`src/rtl/mpw_wb_spi_master.sv`:
```
// Wishbone-classic SPI master (mode 0, 8-bit frames) with a 16-byte register window.
// Define SPI_IRQ_EN to store CTRL.IRQ_EN and drive irq_o; otherwise irq_o is tied low.
module mpw_wb_spi_master #(
    parameter logic [31:0] BASE_ADDR = 32'h3000_0000
) (
    input  logic        wb_clk_i,
    input  logic        wb_rst_ni,
    input  logic        wbs_cyc_i,
    input  logic        wbs_stb_i,
    input  logic        wbs_we_i,
    input  logic [3:0]  wbs_sel_i,
    input  logic [31:0] wbs_adr_i,
    input  logic [31:0] wbs_dat_i,
    output logic        wbs_ack_o,
    output logic [31:0] wbs_dat_o,
    output logic        spi_sck_o,
    output logic        spi_mosi_o,
    output logic        spi_csn_o,
    input  logic        spi_miso_i,
    output logic [3:0]  io_oeb_o,
    output logic        irq_o
);

    // state    | meaning
    // ST_IDLE  | no transfer; csn follows CS_HOLD
    // ST_SETUP | csn low, MOSI = bit 7, one half period before first rise
    // ST_SHIFT | 8 x {SCK high, SCK low}; sample on rise, next bit on fall
    // ST_TAIL  | final half period with SCK low, then RXDATA/DONE update
    typedef enum logic [1:0] {ST_IDLE, ST_SETUP, ST_SHIFT, ST_TAIL} state_t;

    localparam logic [1:0] REG_CTRL = 2'd0;
    localparam logic [1:0] REG_TX   = 2'd1;
    localparam logic [1:0] REG_RX   = 2'd2;
    localparam logic [1:0] REG_STAT = 2'd3;

    logic [1:0] rst_sync_q;
    logic       rst_n;

    state_t      state_q, state_d;
    logic [7:0]  cnt_q, cnt_d;
    logic [3:0]  bit_q, bit_d;
    logic [7:0]  div_q, div_d;
    logic [7:0]  tx_q, tx_d;
    logic [7:0]  rxsh_q, rxsh_d;
    logic [7:0]  rx_q, rx_d;
    logic        sck_q, sck_d;
    logic        csn_q, csn_d;
    logic        hold_q, hold_d;
    logic        done_q, done_d;
    logic        ovr_q, ovr_d;
    logic        ack_q, ack_d;
    logic [31:0] rdata_q, rdata_d;

    logic       hit, bus_acc, bus_wr, bus_rd;
    logic [1:0] reg_sel;
    logic       ctrl_wr, tx_wr, stat_wr;
    logic       busy, tick;
    logic       done_set, done_clr, ovr_set, ovr_clr;
    logic       irq_en_q;
    logic       unused_bits;

    // Reset asserts asynchronously but releases two clocks later, in step with wb_clk_i.
    always_ff @(posedge wb_clk_i or negedge wb_rst_ni) begin
        if (!wb_rst_ni) rst_sync_q <= 2'b00;
        else            rst_sync_q <= {rst_sync_q[0], 1'b1};
    end
    assign rst_n = rst_sync_q[1];

    assign hit     = wbs_cyc_i & wbs_stb_i & (wbs_adr_i[31:4] == BASE_ADDR[31:4]);
    assign bus_acc = hit & ~ack_q;
    assign bus_wr  = bus_acc & wbs_we_i;
    assign bus_rd  = bus_acc & ~wbs_we_i;
    assign reg_sel = wbs_adr_i[3:2];
    assign ctrl_wr = bus_wr & (reg_sel == REG_CTRL);
    assign tx_wr   = bus_wr & (reg_sel == REG_TX) & wbs_sel_i[0];
    assign stat_wr = bus_wr & (reg_sel == REG_STAT) & wbs_sel_i[0];
    assign busy    = (state_q != ST_IDLE);
    assign tick    = (cnt_q == 8'd0);
    assign ovr_set = tx_wr & busy;
    assign ack_d   = bus_acc;

    always_ff @(posedge wb_clk_i or negedge rst_n) begin
        if (!rst_n) begin
            state_q <= ST_IDLE;
            cnt_q   <= 8'd0;
            bit_q   <= 4'd0;
            div_q   <= 8'h04;
            tx_q    <= 8'd0;
            rxsh_q  <= 8'd0;
            rx_q    <= 8'd0;
            sck_q   <= 1'b0;
            csn_q   <= 1'b1;
            hold_q  <= 1'b0;
            done_q  <= 1'b0;
            ovr_q   <= 1'b0;
            ack_q   <= 1'b0;
            rdata_q <= 32'd0;
        end else begin
            state_q <= state_d;
            cnt_q   <= cnt_d;
            bit_q   <= bit_d;
            div_q   <= div_d;
            tx_q    <= tx_d;
            rxsh_q  <= rxsh_d;
            rx_q    <= rx_d;
            sck_q   <= sck_d;
            csn_q   <= csn_d;
            hold_q  <= hold_d;
            done_q  <= done_d;
            ovr_q   <= ovr_d;
            ack_q   <= ack_d;
            rdata_q <= rdata_d;
        end
    end

    always_comb begin
        state_d  = state_q;
        cnt_d    = cnt_q;
        bit_d    = bit_q;
        sck_d    = sck_q;
        csn_d    = csn_q;
        tx_d     = tx_q;
        rxsh_d   = rxsh_q;
        rx_d     = rx_q;
        div_d    = div_q;
        hold_d   = hold_q;
        done_set = 1'b0;

        // Reload uses the DIV in force at the boundary, so a mid-transfer change
        // only affects half periods that start after it.
        if (busy) cnt_d = tick ? div_q : cnt_q - 8'd1;

        case (state_q)
            ST_IDLE: begin
                if (!hold_q) csn_d = 1'b1;
                if (tx_wr) begin
                    state_d = ST_SETUP;
                    cnt_d   = div_q;
                    bit_d   = 4'd0;
                    tx_d    = wbs_dat_i[7:0];
                    csn_d   = 1'b0;
                end
            end
            ST_SETUP: begin
                if (tick) begin
                    state_d = ST_SHIFT;
                    sck_d   = 1'b1;
                    rxsh_d  = {rxsh_q[6:0], spi_miso_i};
                end
            end
            ST_SHIFT: begin
                if (tick) begin
                    if (sck_q) begin
                        sck_d = 1'b0;
                        bit_d = bit_q + 4'd1;
                        if (bit_q != 4'd7) tx_d = {tx_q[6:0], 1'b0};
                    end else if (bit_q == 4'd8) begin
                        state_d = ST_TAIL;
                    end else begin
                        sck_d  = 1'b1;
                        rxsh_d = {rxsh_q[6:0], spi_miso_i};
                    end
                end
            end
            ST_TAIL: begin
                if (tick) begin
                    state_d  = ST_IDLE;
                    rx_d     = rxsh_q;
                    done_set = 1'b1;
                    tx_d     = 8'd0;
                    csn_d    = ~hold_q;
                end
            end
            default: state_d = ST_IDLE;
        endcase

        if (ctrl_wr && wbs_sel_i[0]) div_d  = wbs_dat_i[7:0];
        if (ctrl_wr && wbs_sel_i[1]) hold_d = wbs_dat_i[9];
    end

    // Status flags: a set on the same edge as a clear always wins.
    always_comb begin
        done_clr = 1'b0;
        ovr_clr  = 1'b0;
        rdata_d  = 32'd0;
        if (stat_wr) begin
            done_clr = wbs_dat_i[1];
            ovr_clr  = wbs_dat_i[2];
        end
        if (bus_rd) begin
            case (reg_sel)
                REG_CTRL: rdata_d = {22'd0, hold_q, irq_en_q, div_q};
                REG_RX: begin
                    rdata_d  = {24'd0, rx_q};
                    done_clr = 1'b1;
                end
                REG_STAT: rdata_d = {29'd0, ovr_q, done_q, busy};
                default:  rdata_d = 32'd0;
            endcase
        end
        done_d = done_set | (done_q & ~done_clr);
        ovr_d  = ovr_set | (ovr_q & ~ovr_clr);
    end

`ifdef SPI_IRQ_EN
    logic irq_en_d, irq_q, irq_d;

    always_ff @(posedge wb_clk_i or negedge rst_n) begin
        if (!rst_n) begin
            irq_en_q <= 1'b0;
            irq_q    <= 1'b0;
        end else begin
            irq_en_q <= irq_en_d;
            irq_q    <= irq_d;
        end
    end

    always_comb begin
        irq_en_d = irq_en_q;
        if (ctrl_wr && wbs_sel_i[1]) irq_en_d = wbs_dat_i[8];
        irq_d = done_d & irq_en_d;
    end

    assign irq_o = irq_q;
`else
    assign irq_en_q = 1'b0;
    assign irq_o    = 1'b0;
`endif

    assign wbs_ack_o  = ack_q;
    assign wbs_dat_o  = ack_q ? rdata_q : 32'd0;
    assign spi_sck_o  = sck_q;
    assign spi_mosi_o = tx_q[7];
    assign spi_csn_o  = csn_q;
    assign io_oeb_o   = 4'b1000;

    assign unused_bits = ^{wbs_adr_i[1:0], wbs_sel_i[3:2], wbs_dat_i[31:10], wbs_dat_i[8]};

endmodule

```
`config.mk`:
```
export PLATFORM = sky130hd
export DESIGN_NAME = mpw_wb_spi_master
export DESIGN_NICKNAME = d
export VERILOG_FILES = /design/src/rtl/mpw_wb_spi_master.sv
export SDC_FILE = /design/constraint.sdc
export NUM_CORES = 1
export LEC_CHECK = 0
export ABC_AREA = 1
export BUFFER_PORTS_ARGS = -buffer_cell sky130_fd_sc_hd__buf_4
export CORE_ASPECT_RATIO = 1.2
export CORE_UTILIZATION = 50
export CTS_CLUSTER_SIZE = 16
export DETAILED_ROUTE_END_ITERATION = 10
export GPL_TIMING_DRIVEN = 0
export PLACE_DENSITY = 0.81
export REMOVE_ABC_BUFFERS = 1
export SKIP_LAST_GASP = 1
export SYNTH_ARGS = -nofsm -noshare
export SYNTH_HDL_FRONTEND = slang
export SYNTH_SLANG_ARGS = --single-unit
```
`constraint.sdc`:
```
create_clock -name wb_clk_i -period 4.4 [get_ports wb_clk_i]
set_input_delay 0.88 -clock wb_clk_i [delete_from_list [all_inputs] [get_ports wb_clk_i]]
set_output_delay 0.88 -clock wb_clk_i [all_outputs]
set_load 0.01 [all_outputs]
```
* Word level (Yosys, flattened, before mapping) *
Cells that the tools add are included.

word-level totals
  input bits = 74
  word-level logic and storage cells = 117
  register bits after elaboration = 86

operators by class
  eq/ne operators = 19
  bitwise logic cells = 20
  reductions and logical operators = 17
  add/subtract/negate cells = 2
  multiplexer cells = 44

operators by type and width
  operator                                               count
  two-way mux 8 bit                                      13
  two-way mux 32 bit                                     1
  one-hot mux 10 bit (3 select lines)                    1
  equality test 28 x 26 -> 1 bit, second input constant  1
  one-hot mux 8 bit (3 select lines)                     1
  != test 2 bit, second input constant                   9
  one-hot mux 8 bit (2 select lines)                     1
  bitwise AND 1 bit                                      13
  two-way mux 1 bit                                      13
  two-way mux 2 bit                                      6
  two-way mux 4 bit                                      3
  AND reduction 6 bit                                    2
  two-way mux 10 bit                                     1
  equality test 2 bit, second input constant             4
  logical NOT 8 bit                                      1
  one-hot mux 2 bit (4 select lines)                     1
  one-hot mux 4 bit (2 select lines)                     1
  nonzero test 2 bit                                     4
  subtractor 8 x 1 -> 8 bit, second input constant       1
  AND reduction 3 bit                                    2
  NOT 1 bit                                              5
  AND reduction 5 bit                                    1
  adder 4 x 1 -> 4 bit, second input constant            1
  equality test 2 x 1 -> 1 bit, second input constant    2
  other kinds (10)                                       14

* Longest topological paths before layout *
Gate-level depths: netlist (run 1).

  depth in word-level cells = 12
  gate-level depth with buffers = 12

* Worst setup path after synthesis (run 1) *
No wires, ideal clock.

  path kind = input to register
  start = input wbs_adr_i[31]
  end = register tx_q[2]
  setup slack = 2370 ps
  stages = 11
  arrival time = 1907 ps
  cell sequence = nor2_1 -> nand2_1 -> nor2_1 -> nand2_2 -> nor2_8 -> nand3_4 -> nand2_4 -> nand2_4 -> buf_6 -> nand2_1 -> o21ai_2

between the ends
  word-level cells in the longest chain between the ends = 8

RTL lines
  what                             line  RTL
  from (decl)                      12    input logic [31:0] wbs_adr_i,
  equality test 28 x 26 -> 1 bit   69    assign hit = wbs_cyc_i & wbs_stb_i & (wbs_adr_i[31:4] == BASE_ADDR[31:4]);
  bitwise AND 1 bit                69
  bitwise AND 1 bit                70    assign bus_acc = hit & ~ack_q;
  net ack_d                        51    logic ack_q, ack_d;
  bitwise AND 1 bit                71    assign bus_wr = bus_acc & wbs_we_i;
  bitwise AND 1 bit (2 in series)  75    assign tx_wr = bus_wr & (reg_sel == REG_TX) & wbs_sel_i[0];
  != test 2 bit (no line)          --
  AND reduction 6 bit (no line)    --
  to (signal assigned)             103   tx_q <= tx_d;
  to (decl)                        43    logic [7:0] tx_q, tx_d;

The timed path passes the listed nets, and every way through them passes these cells.
A chain may end at the register's enable or synchronous reset.

* Worst setup path after layout (run 1) *
  start = register state_q[0]
  end = register rxsh_q[3]

between the ends
  word-level cells in the longest chain between the ends = 3

RTL lines
  what                                                                 line  RTL
  from (decl)                                                          39    state_t state_q, state_d;
  from (signal assigned)                                               99    state_q <= state_d;
  equality test 2 bit or equality test 2 x 1 -> 1 bit (tied branches)  133   case (state_q)
  != test 2 bit (no line) or nonzero test 2 bit (tied branches)        --
  AND reduction 5 bit (no line)                                        --
  to (signal assigned)                                                 104   rxsh_q <= rxsh_d;
  to (decl)                                                            44    logic [7:0] rxsh_q, rxsh_d;

Parallel ways exist; a longest one is shown, timed or not.

==> flow_summary_export.csv, run 1 <==
group,metric,value,unit
setup_path,crit_type,"flip-flop to flip-flop",
synthesis,ys_seq_elements,63,
synthesis,synth_area,0.00368,mm²
clock_network,clock-sinks,63,
setup_path,crit_end,"rxsh_q[3]",
placement,place.gp.congestion,0.930,
detailed_routing,final_antenna_net_count,0,
flow_run,drv_cap,0,
synthesis,synth_edf_count,0,
clock_network,cts_resized,0,
final_layout,syn2layout_area_growth,17.4,%
synthesis,yosysWarnings,0,
clock_network,cts.htree.levels,3,
detailed_routing,vias,3152,
synthesis,synth_common_cells,"nand2_1 (105), nor2_1 (70), inv_1 (65)",
setup_path,reg2reg_from,"state_q[0]",
setup_path,rr_endpoint,"rxsh_q[3]",
detailed_routing,wl_per_cell,12.1,µm
clock_network,clockBufferDepth,2,
synthesis,syn_avg_cell_area,7.74,µm²
global_routing,grt_overflow,0,
outcome,status,"finished clean",
global_routing,grt_max_degree,43,
synthesis,synth_top_cell_by_area,"dfrtp_1",
sta,fin_skew,0.00719,ns
placement,portBuffers,59,
detailed_routing,drt_iter0_drc,231,
sta,setup_viol,0,
sta,slew_viol_final,0,
pwr,power_density,308,mW/mm²
placement,dp_hpwl,5740,µm
setup_path,path_max_fanout,17,
floorplanning,die-area,0.00772,mm²
sta,tightestPinTransition,0.668,ns
placement,placed_cell_area,0.00409,mm²
synthesis,yosys.cell_count.top_type,"nand2_1",
final_layout,nNetsFinal,619,
sta,fin_crit_sh,48.3,%
setup_path,r2r_cells,6,
final_layout,drive_gt1_share,20.3,%
detailed_routing,drc,0,
sta,fmax,0.471,GHz
setup_path,critPathLaunch,"state_q[0]",
detailed_routing,vias_per_cell,5.01,
setup_path,crit_required,4.65,ns
detailed_routing,drtPass1Iterations,5,
floorplanning,rows,33,
clock_network,numCtsBuffers,9,
synthesis,syn_inst,476,
global_routing,antenna_found_initial,0,
floorplanning,die_h,96.0,µm
setup_path,crit_path_end_kind,"flip-flop",
synthesis,synth_top_area_share,41.4,%
sta,grt_setup_unrepaired,"false",
clock_network,clkSlewWorstSetupHoldPaths,0.07,ns
sta,fin_tns_setup,0,ns
floorplanning,fp.coreArea,0.00698,mm²
clock_network,cts_tree,"yes",
synthesis,synth_cell_types,37,
worst_hold_path,min_path_type,"flip-flop to async pin",
final_layout,fin_util,62.0,%
floorplanning,initial_core_util,52.8,%
global_routing,grt_use_met2,36.7,%
final_layout,diodes,0,
synthesis,ys.flop_type,"dfrtp_1",
synthesis,synthTopCellsByArea,"dfrtp_1 (41%), nand2_1 (11%), nor2_1 (7.1%)",
global_routing,track_usage,21.7,%
sta,slew_headroom,55.5,%
pwr,ir_drop,0.000285,V
global_routing,met1_usage,25.5,%
synthesis,yosysSeqAreaShare,42.9,%
detailed_routing,totalWireLength,7600,µm
setup_path,crit_arrival,2.37,ns
global_routing,grt-busiest-layer,"met2",
setup_path,r2r_setup_slack,2.28,ns
global_routing,grt_pass1_vias,2852,
clock_network,cts_root_buffer,"clkbuf_8",
global_routing,use_met3,5.97,%
sta,fin_crit,2.12,ns
setup_path,cp-start-kind,"flip-flop",
synthesis,async_flop_share,100,%
sta,hold_viol,0,
global_routing,grt_pass1_wl,12500,µm
floorplanning,ioPinCount,115,
clock_network,hold_buffers,0,
floorplanning,die_w,80.4,µm
clock_network,clock_latency,0.35,ns
clock_network,post_cts_buffers,0,
final_layout,final_area,0.00432,mm²
pwr,power_leakage,2.23,nW
-- registers in the layout, indices dropped and copies added (netlist names) --
signal	flops
bit_q	4
cnt_q	8
div_q	8
done_q	1
hold_q	1
ovr_q	1
rdata_q	9
rst_sync_q	2
rx_q	8
rxsh_q	8
spi_csn_o	1
spi_sck_o	1
state_q	2
tx_q	8
wbs_ack_o	1
-- worst max-delay path, cell delays in order (launching register included) --
cell       delay [ns]
dfrtp_1          0.41
inv_1            0.09
ha_1             0.50
inv_2            0.13
o2111ai_2        0.60
nand2_1          0.15
o21ai_0          0.14
-- placed cells by master (no fill, tap or decap), types with 5 or more instances in the layout --
cell type    n
o22ai_1      5
ha_1         8
nand3_1     13
nand2_1    105
nand4_1      7
a22oi_1      7
inv_1       65
buf_4       59
o21ai_2     15
clkbuf_8    10
o21ai_1      7
a21oi_1     15
dfrtp_1     60
o21ai_0     28
nor2_1      70
conb_1      29
-- report_power, final --
part	leakage [nW]	internal (mW)	switching, mW
Combinational	1.29	0.0584	0.0669
Sequential	0.829	0.609	0.0204
Clock	0.113	0.337	0.242
Total	2.23	1.00	0.329
-- logic make-up after synthesis --
| kind of cell | after synthesis | synth area share [%] |
|---|---|---|
| adder cells (fa/ha/maj) | 8 | 2.72 |
| other | 2 | 0.204 |
| XOR/XNOR | 4 | 0.951 |
| AND/OR/NAND/NOR | 211 | 25.2 |
| buffers and inverters | 105 | 14.1 |
| flip-flops | 63 | 42.9 |
| AO/OA/AOI/OAI | 83 | 14.0 |
-- routing by layer --
layer | up-vias | wire length, µm | share of wire (%)
met1 | 1439 | 3180 | 42
li1 | 1574 | - | -
met5 | - | 0 | 0
met2 | 120 | 3720 | 49
met3 | 19 | 485 | 6.4
met4 | 0 | 214 | 2.8
-- metrics by stage --
stage	cells	total power [mW]	setup WS, ns	hold WS, ns
2_1_floorplan	466	0.702	2.37	0.331
3_3_place_gp	612	0.755	1.89	0.336
3_5_place_dp	613	0.765	2.01	0.223
4_1_cts	629	1.34	2.27	0.225
5_1_grt	629	1.39	2.06	0.264
6_report	629	1.33	2.28	0.203
-- cell type report --
class | count | area (µm²)
Clock buffer | 10 | 138
Multi-Input combinational cell | 335 | 1690
Tap cell | 87 | 109
Fill cell | 607 | 2650
Clock inverter | 6 | 93.8
Sequential cell | 63 | 1580
Inverter | 68 | 255
Timing Repair Buffer | 60 | 463
-- worst min-delay path by stage --
| stage | start | end | cells past startpoint |
|---|---|---|---|
| detailed placement | rst_sync_q[1] | rxsh_q[0] | 0 |
| finish | rst_sync_q[1] | rx_q[5] | 0 |
| global route | rst_sync_q[1] | rx_q[7] | 0 |
| floorplan | rst_sync_q[0] | rst_sync_q[1] | 0 |
| global placement | rst_sync_q[0] | rst_sync_q[1] | 0 |
| CTS | rst_sync_q[1] | rxsh_q[7] | 0 |
No activity file was read; power rests on OpenSTA's default activity.
==> run 2: changes to the inputs <==
--- a/config.mk
+++ b/config.mk
@@ -8,11 +8,11 @@
 export ABC_AREA = 1
 export BUFFER_PORTS_ARGS = -buffer_cell sky130_fd_sc_hd__buf_4
 export CORE_ASPECT_RATIO = 1.2
-export CORE_UTILIZATION = 50
+export CORE_UTILIZATION = 47
 export CTS_CLUSTER_SIZE = 16
 export DETAILED_ROUTE_END_ITERATION = 10
 export GPL_TIMING_DRIVEN = 0
-export PLACE_DENSITY = 0.81
+export PLACE_DENSITY = 0.8
 export REMOVE_ABC_BUFFERS = 1
 export SKIP_LAST_GASP = 1
 export SYNTH_ARGS = -nofsm -noshare
==> constraint.sdc (replaced) <==
create_clock -name wb_clk_i -period 1.8 [get_ports wb_clk_i]
set_input_delay 0.36 -clock wb_clk_i [delete_from_list [all_inputs] [get_ports wb_clk_i]]
set_output_delay 0.36 -clock wb_clk_i [all_outputs]
set_load 0.01 [all_outputs]
==> run 2 against run 1 <==
The flow now finishes with violations (DRC). Die area up 6.2%. Flip-flop and latch count did not move. Clock power rose by 110%. Fmax increased by 22%. First-iteration DRC count shrank 1.7%. Register-to-register slack worse by 2.2 ns. Setup slack got worse by 2.2 ns. Critical path depth up 4. Core utilization decreased by 3.1 points. Power rose by 130%. Critical path type unchanged.
==> flow_summary_export.csv, run 2 (same netlist as run 1, synthesis figures left out) <==
group,metric,value,unit
final_layout,syn2layout_area_growth,21.7,%
setup_path,slowest_delay,0.45,ns
detailed_routing,met3WireLength,488,µm
final_layout,n_fill_cell,651,
outcome,violations,"DRC",
sta,slew_viol_final,0,
final_layout,instances_no_fill,649,
flow_run,drv_cap,0,
sta,hold_viol,0,
floorplanning,die_h,99.0,µm
sta,setup_ws,0.0556,ns
global_routing,antenna_found_initial,0,
setup_path,cp-start-kind,"flip-flop",
placement,place.gp.congestion,0.878,
sta,setup_viol,0,
clock_network,cts_root_buffer,"clkbuf_8",
sta,slew_headroom,54.6,%
detailed_routing,drt_iter0_drc,227,
floorplanning,rows,35,
placement,placed_cell_area,0.00410,mm²
final_layout,diodes,0,
worst_hold_path,min_path_type,"input pin to flip-flop",
detailed_routing,met2WireLength,4040,µm
clock_network,numCtsBuffers,9,
detailed_routing,met1Wirelength,3440,µm
sta,fin_skew,0.00672,ns
floorplanning,die-area,0.00820,mm²
global_routing,grt_pass1_vias,3169,
sta,fmax,0.573,GHz
sta,fin_crit,1.74,ns
clock_network,clockBufferDepth,2,
clock_network,clkSlewWorstSetupHoldPaths,0.07,ns
clock_network,cts_tree,"yes",
floorplanning,die_w,82.8,µm
pwr,power_leakage,2.28,nW
global_routing,grt_pass1_wl,13700,µm
placement,place_inst,618,
placement,dp_hpwl,5870,µm
setup_path,crit_path_end_kind,"flip-flop",
pwr,ir_drop,0.000565,V
setup_path,critPathSlowestCell,"dfrtp_2",
final_layout,nNetsFinal,634,
detailed_routing,drc,1,
detailed_routing,final_antenna_net_count,0,
setup_path,crit_path_cell_trace,"inv_2, ha_2, inv_1, nor2_1, o21ai_1, nand2_1, nor3_4, nand2_4, nand2_1, o21ai_2",
detailed_routing,wl_per_cell,12.6,µm
outcome,status,"finished with violations",
sta,grt_setup_unrepaired,"true",
floorplanning,ioPinCount,115,
setup_path,path_max_fanout,8,
setup_path,crit_type,"flip-flop to flip-flop",
floorplanning,initial_core_util,48.3,%
sta,timing.hold.ws,0.249,ns
sta,fin_crit_sh,96.9,%
final_layout,drive_gt1_share,24.4,%
global_routing,grt_max_degree,35,
clock_network,clock-sinks,63,
setup_path,crit_required,2.02,ns
pwr,power_density,683,mW/mm²
detailed_routing,vias_per_cell,5.02,
global_routing,grt_overflow,0,
setup_path,crit_family,"simple AND/OR/NAND/NOR gates",
final_layout,regMostFlops,"rdata_q",
final_layout,layout_common_cells,"nand2_1 (103), buf_4 (71), nor2_1 (69), inv_1 (62), dfrtp_1 (58)",
setup_path,crit_arrival,1.97,ns
detailed_routing,totalWireLength,8190,µm
final_layout,layout_commonest_cell,"nand2_1",
sta,tightestPinTransition,0.679,ns
placement,portBuffers,59,
floorplanning,fp.coreArea,0.00762,mm²
detailed_routing,drtPass1Iterations,8,
setup_path,cp.buffers_inverters,2,
detailed_routing,routed.top_layer,"met4",
detailed_routing,vias,3255,
clock_network,cts.htree.levels,3,
setup_path,crit_top_cell,"nand2_1",
global_routing,track_usage,20.7,%
final_layout,largest_reg_flops,9,
clock_network,clock_latency,0.34,ns
placement,dp_slack,-0.261,ns
final_layout,final_area,0.00448,mm²
## run 2: cell types whose count changed in the layout (fill, tap and decap cells not counted), moves of 3 or more
cell / delta
clkinvlp_4: +3
inv_2: +3
buf_4: +12
inv_1: -3
ha_1: -3
## run 2: what timing repair did
action / in CTS / in global routing
pin swaps: 4 / 3
hold endpoints to repair: 2 / 0
setup endpoints to repair: 33 / 44
hold buffers: 1 / 0
setup buffers: 9 / 3
cloned: 1 / 1
resized for setup: 11 / 7
## run 2: power breakdown
group	switching (mW)	internal (mW)
Clock	0.577	0.637
Sequential	0.0538	1.49
Combinational	0.160	0.146
Total	0.791	2.27
## run 2: final cells by class
| class | count | area (µm²) | area share (%) |
|---|---|---|---|
| Clock buffer | 9 | 124 | 2.76 |
| Multi-Input combinational cell | 337 | 1770 | 39.5 |
| Tap cell | 92 | 115 | 2.57 |
| Inverter | 68 | 255 | 5.69 |
| Timing Repair Buffer | 73 | 563 | 12.6 |
| Clock inverter | 7 | 73.8 | 1.65 |
| Sequential cell | 63 | 1580 | 35.3 |
## run 2: per-layer routing
metal  track usage (%)  vias up
met3              3.69       20
li1                  -     1606
met2              36.1      134
met1              24.2     1495
met5                 0        -
met4              11.5        0
## run 2: per-stage QoR
stage,setup TNS (ns),utilization (%),power (mW)
2_1_floorplan,-4.75,-,1.72
3_3_place_gp,-44.11,53.5,1.85
3_5_place_dp,-4.18,53.8,1.87
4_1_cts,-0.00298,58.1,3.08
5_1_grt,-0.171,58.9,3.19
6_report,0,58.9,3.06
## run 2: final timing paths
kind	from	end	slack [ns]	cells past startpoint
setup / recovery	state_q[1]	tx_q[4]	0.06	10
min in group asynchronous	rst_sync_q[1]	rx_q[5]	0.29	0
setup reg to reg	state_q[1]	tx_q[4]	0.06	10
max in group asynchronous	rst_sync_q[1]	state_q[1]	0.89	1
hold / removal	wbs_dat_i[9]	hold_q	0.25	3
hold reg to reg	rst_sync_q[1]	rx_q[5]	0.29	0
## run 2: tightest hold or removal path, delay by kind of cell
| kind | cells | cell delay, ns |
|---|---|---|
| compound gates | 1 | 0.07 |
| buf+inv | 2 | 0.13 |
==> run 3: changes to the inputs <==
--- a/config.mk
+++ b/config.mk
@@ -13,7 +13,6 @@
 export DETAILED_ROUTE_END_ITERATION = 10
 export GPL_TIMING_DRIVEN = 0
 export PLACE_DENSITY = 0.8
-export REMOVE_ABC_BUFFERS = 1
 export SKIP_LAST_GASP = 1
 export SYNTH_ARGS = -nofsm -noshare
 export SYNTH_HDL_FRONTEND = slang
==> run 3 against run 2 <==
The run now ends clean. Fmax down 1.7%. Power up 5.4%. Highest routed layer unchanged. Critical path depth down 2. Cell count up 4.3%. Critical endpoint is now state_q[0]. First-iteration DRC count down 7.0%. Clock power up 9%. Flip-flop and latch count unchanged.
==> flow_summary_export.csv, run 3 (same netlist as run 1, synthesis figures left out) <==
group,metric,value,unit
placement,dp_hpwl,6190,µm
sta,fin_skew,0.0101,ns
sta,fmax,0.563,GHz
detailed_routing,totalWireLength,8290,µm
final_layout,nNetsFinal,662,
setup_path,cp_num_cells,8,
setup_path,crit_family,"simple AND/OR/NAND/NOR gates",
final_layout,regArea,0.00158,mm²
worst_hold_path,hold_depth,3,
setup_path,cp-start-kind,"flip-flop",
setup_path,path_max_fanout,5,
detailed_routing,final_antenna_net_count,0,
detailed_routing,vias,3317,
sta,fin_crit_sh,98.6,%
final_layout,layout_common_cells,"nand2_1 (99), buf_4 (92), nor2_1 (68), inv_1 (61), dfrtp_1 (59)",
global_routing,grt_pass1_wl,13600,µm
sta,fin_tns_setup,0,ns
floorplanning,die_w,82.8,µm
global_routing,antenna_found_initial,0,
placement,portBuffers,59,
clock_network,clkSlewWorstSetupHoldPaths,0.07,ns
setup_path,cp.buffers_inverters,1,
setup_path,crit_path_end_kind,"flip-flop",
outcome,status,"finished clean",
floorplanning,die-area,0.00820,mm²
pwr,power_density,683,mW/mm²
final_layout,multi_input_area,0.00175,mm²
floorplanning,fp.coreArea,0.00762,mm²
worst_hold_path,min_path_type,"input pin to flip-flop",
sta,grt_setup_unrepaired,"true",
setup_path,crit_type,"flip-flop to flip-flop",
setup_path,r2r_cells,8,
final_layout,regMostFlops,"rdata_q",
detailed_routing,drt_iter0_drc,211,
pwr,ir_drop,0.000734,V
global_routing,track_usage,20.5,%
sta,slew_viol_final,0,
placement,place.gp.congestion,0.952,
final_layout,layout_commonest_cell,"nand2_1",
clock_network,numCtsBuffers,9,
sta,hold_viol,0,
global_routing,grt_pass1_vias,3090,
clock_network,clock_latency,0.33,ns
final_layout,largest_reg_flops,9,
setup_path,critPathSlowestCell,"dfrtp_1",
sta,tightestPinTransition,0.763,ns
global_routing,grt_overflow,0,
detailed_routing,wl_per_cell,12.2,µm
final_layout,syn2layout_area_growth,28.4,%
clock_network,cts_root_buffer,"clkbuf_8",
final_layout,diodes,0,
placement,placed_cell_area,0.00434,mm²
detailed_routing,drtPass1Iterations,4,
pwr,power_leakage,2.47,nW
clock_network,cts_tree,"yes",
sta,setup_viol,0,
floorplanning,ioPinCount,115,
floorplanning,rows,35,
flow_run,drv_cap,0,
placement,place_inst,654,
clock_network,clock-sinks,63,
setup_path,crit_required,2.00,ns
floorplanning,die_h,99.0,µm
detailed_routing,vias_per_cell,4.90,
floorplanning,initial_core_util,48.3,%
global_routing,grt_max_degree,62,
sta,slew_headroom,49.1,%
setup_path,slowest_delay,0.41,ns
detailed_routing,drc,0,
clock_network,cts.htree.levels,3,
pwr,power,3.23,mW
final_layout,drive_gt1_share,28.2,%
sta,fin_crit,1.78,ns
clock_network,clockBufferDepth,2,
setup_path,crit_arrival,1.98,ns
setup_path,crit_path_cell_trace,"buf_4, ha_1, nor3_1, a21oi_1, a21oi_1, nand2_1, nand2_1, o21ai_1",
final_layout,instances_no_fill,677,
final_layout,n_fill_cell,630,
final_layout,final_area,0.00473,mm²
## run 3: cell count changes in the layout (fill, tap and decap cells not counted), moves of 2 or more
cell        before  now
buf_4           71   92
buf_6            0    4
nand2_1        103   99
nand2_2          5    9
clkinvlp_4       4    1
clkbuf_1         0    2
clkbuf_4         0    2
dfrtp_2          3    1
ha_2             2    0
## run 3: final timing paths
check,start,to,slack (ns)
worst max-delay path,state_q[0],state_q[0],0.02
worst min-delay path,wbs_dat_i[9],hold_q,0.24
worst max register to register,state_q[0],state_q[0],0.02
worst min register to register,rst_sync_q[0],rst_sync_q[1],0.36
max in group asynchronous,rst_sync_q[1],state_q[1],0.83
min in group asynchronous,wb_rst_ni,rst_sync_q[1],0.34
## run 3: area by class of cell
type / instances / area share [%]
sequential: 63 / 33.5
clock inverter: 6 / 1.83
tap: 92 / 2.43
multi-input combinational: 335 / 37.0
inverter: 68 / 5.45
clock buffer: 10 / 2.70
buffer: 36 / 5.90
timing repair buffer: 67 / 11.2
## run 3: routing by layer
metal | routed length [µm] | up-vias | GRT usage, % | share of wire, %
met3 | 611 | 24 | 4.86 | 7.4
met5 | 0 | - | 0 | 0
li1 | - | 1654 | - | -
met4 | 262 | 0 | 10.6 | 3.2
met1 | 3280 | 1505 | 24.1 | 40
met2 | 4140 | 134 | 35.1 | 50
## run 3: power breakdown
| part | internal [mW] | switching (mW) | leakage [nW] | total (mW) |
|---|---|---|---|---|
| clock network | 0.777 | 0.546 | 0.106 | 1.32 |
| logic | 0.190 | 0.153 | 1.53 | 0.343 |
| registers | 1.49 | 0.0734 | 0.827 | 1.56 |
## run 3: what timing repair did
action | 4_1_cts | 5_1_grt
hold buffers | 1 | 0
buffers inserted | 0 | 6
gates cloned | 0 | 1
gates resized for setup | 5 | 27
pin swaps | 0 | 5
endpoints found under the hold margin | 2 | 0
setup endpoints to repair | 26 | 35
## run 3: metrics by stage
step	worst slack [ns]	hold WS (ns)	util (%)
detailed placement	-0.128	0.146	57.0
floorplan	0.141	0.0644	-
global route	-0.0712	0.261	62.1
CTS	-0.00582	0.231	60.1
global placement	-0.0685	0.143	57.0
finish	0.0250	0.237	62.1
## run 3: worst min-delay path: cells and delay by family
kind / cells / cell delay, ns
buffers and inverters: 2 / 0.12
AOI/OAI and AO/OA: 1 / 0.06
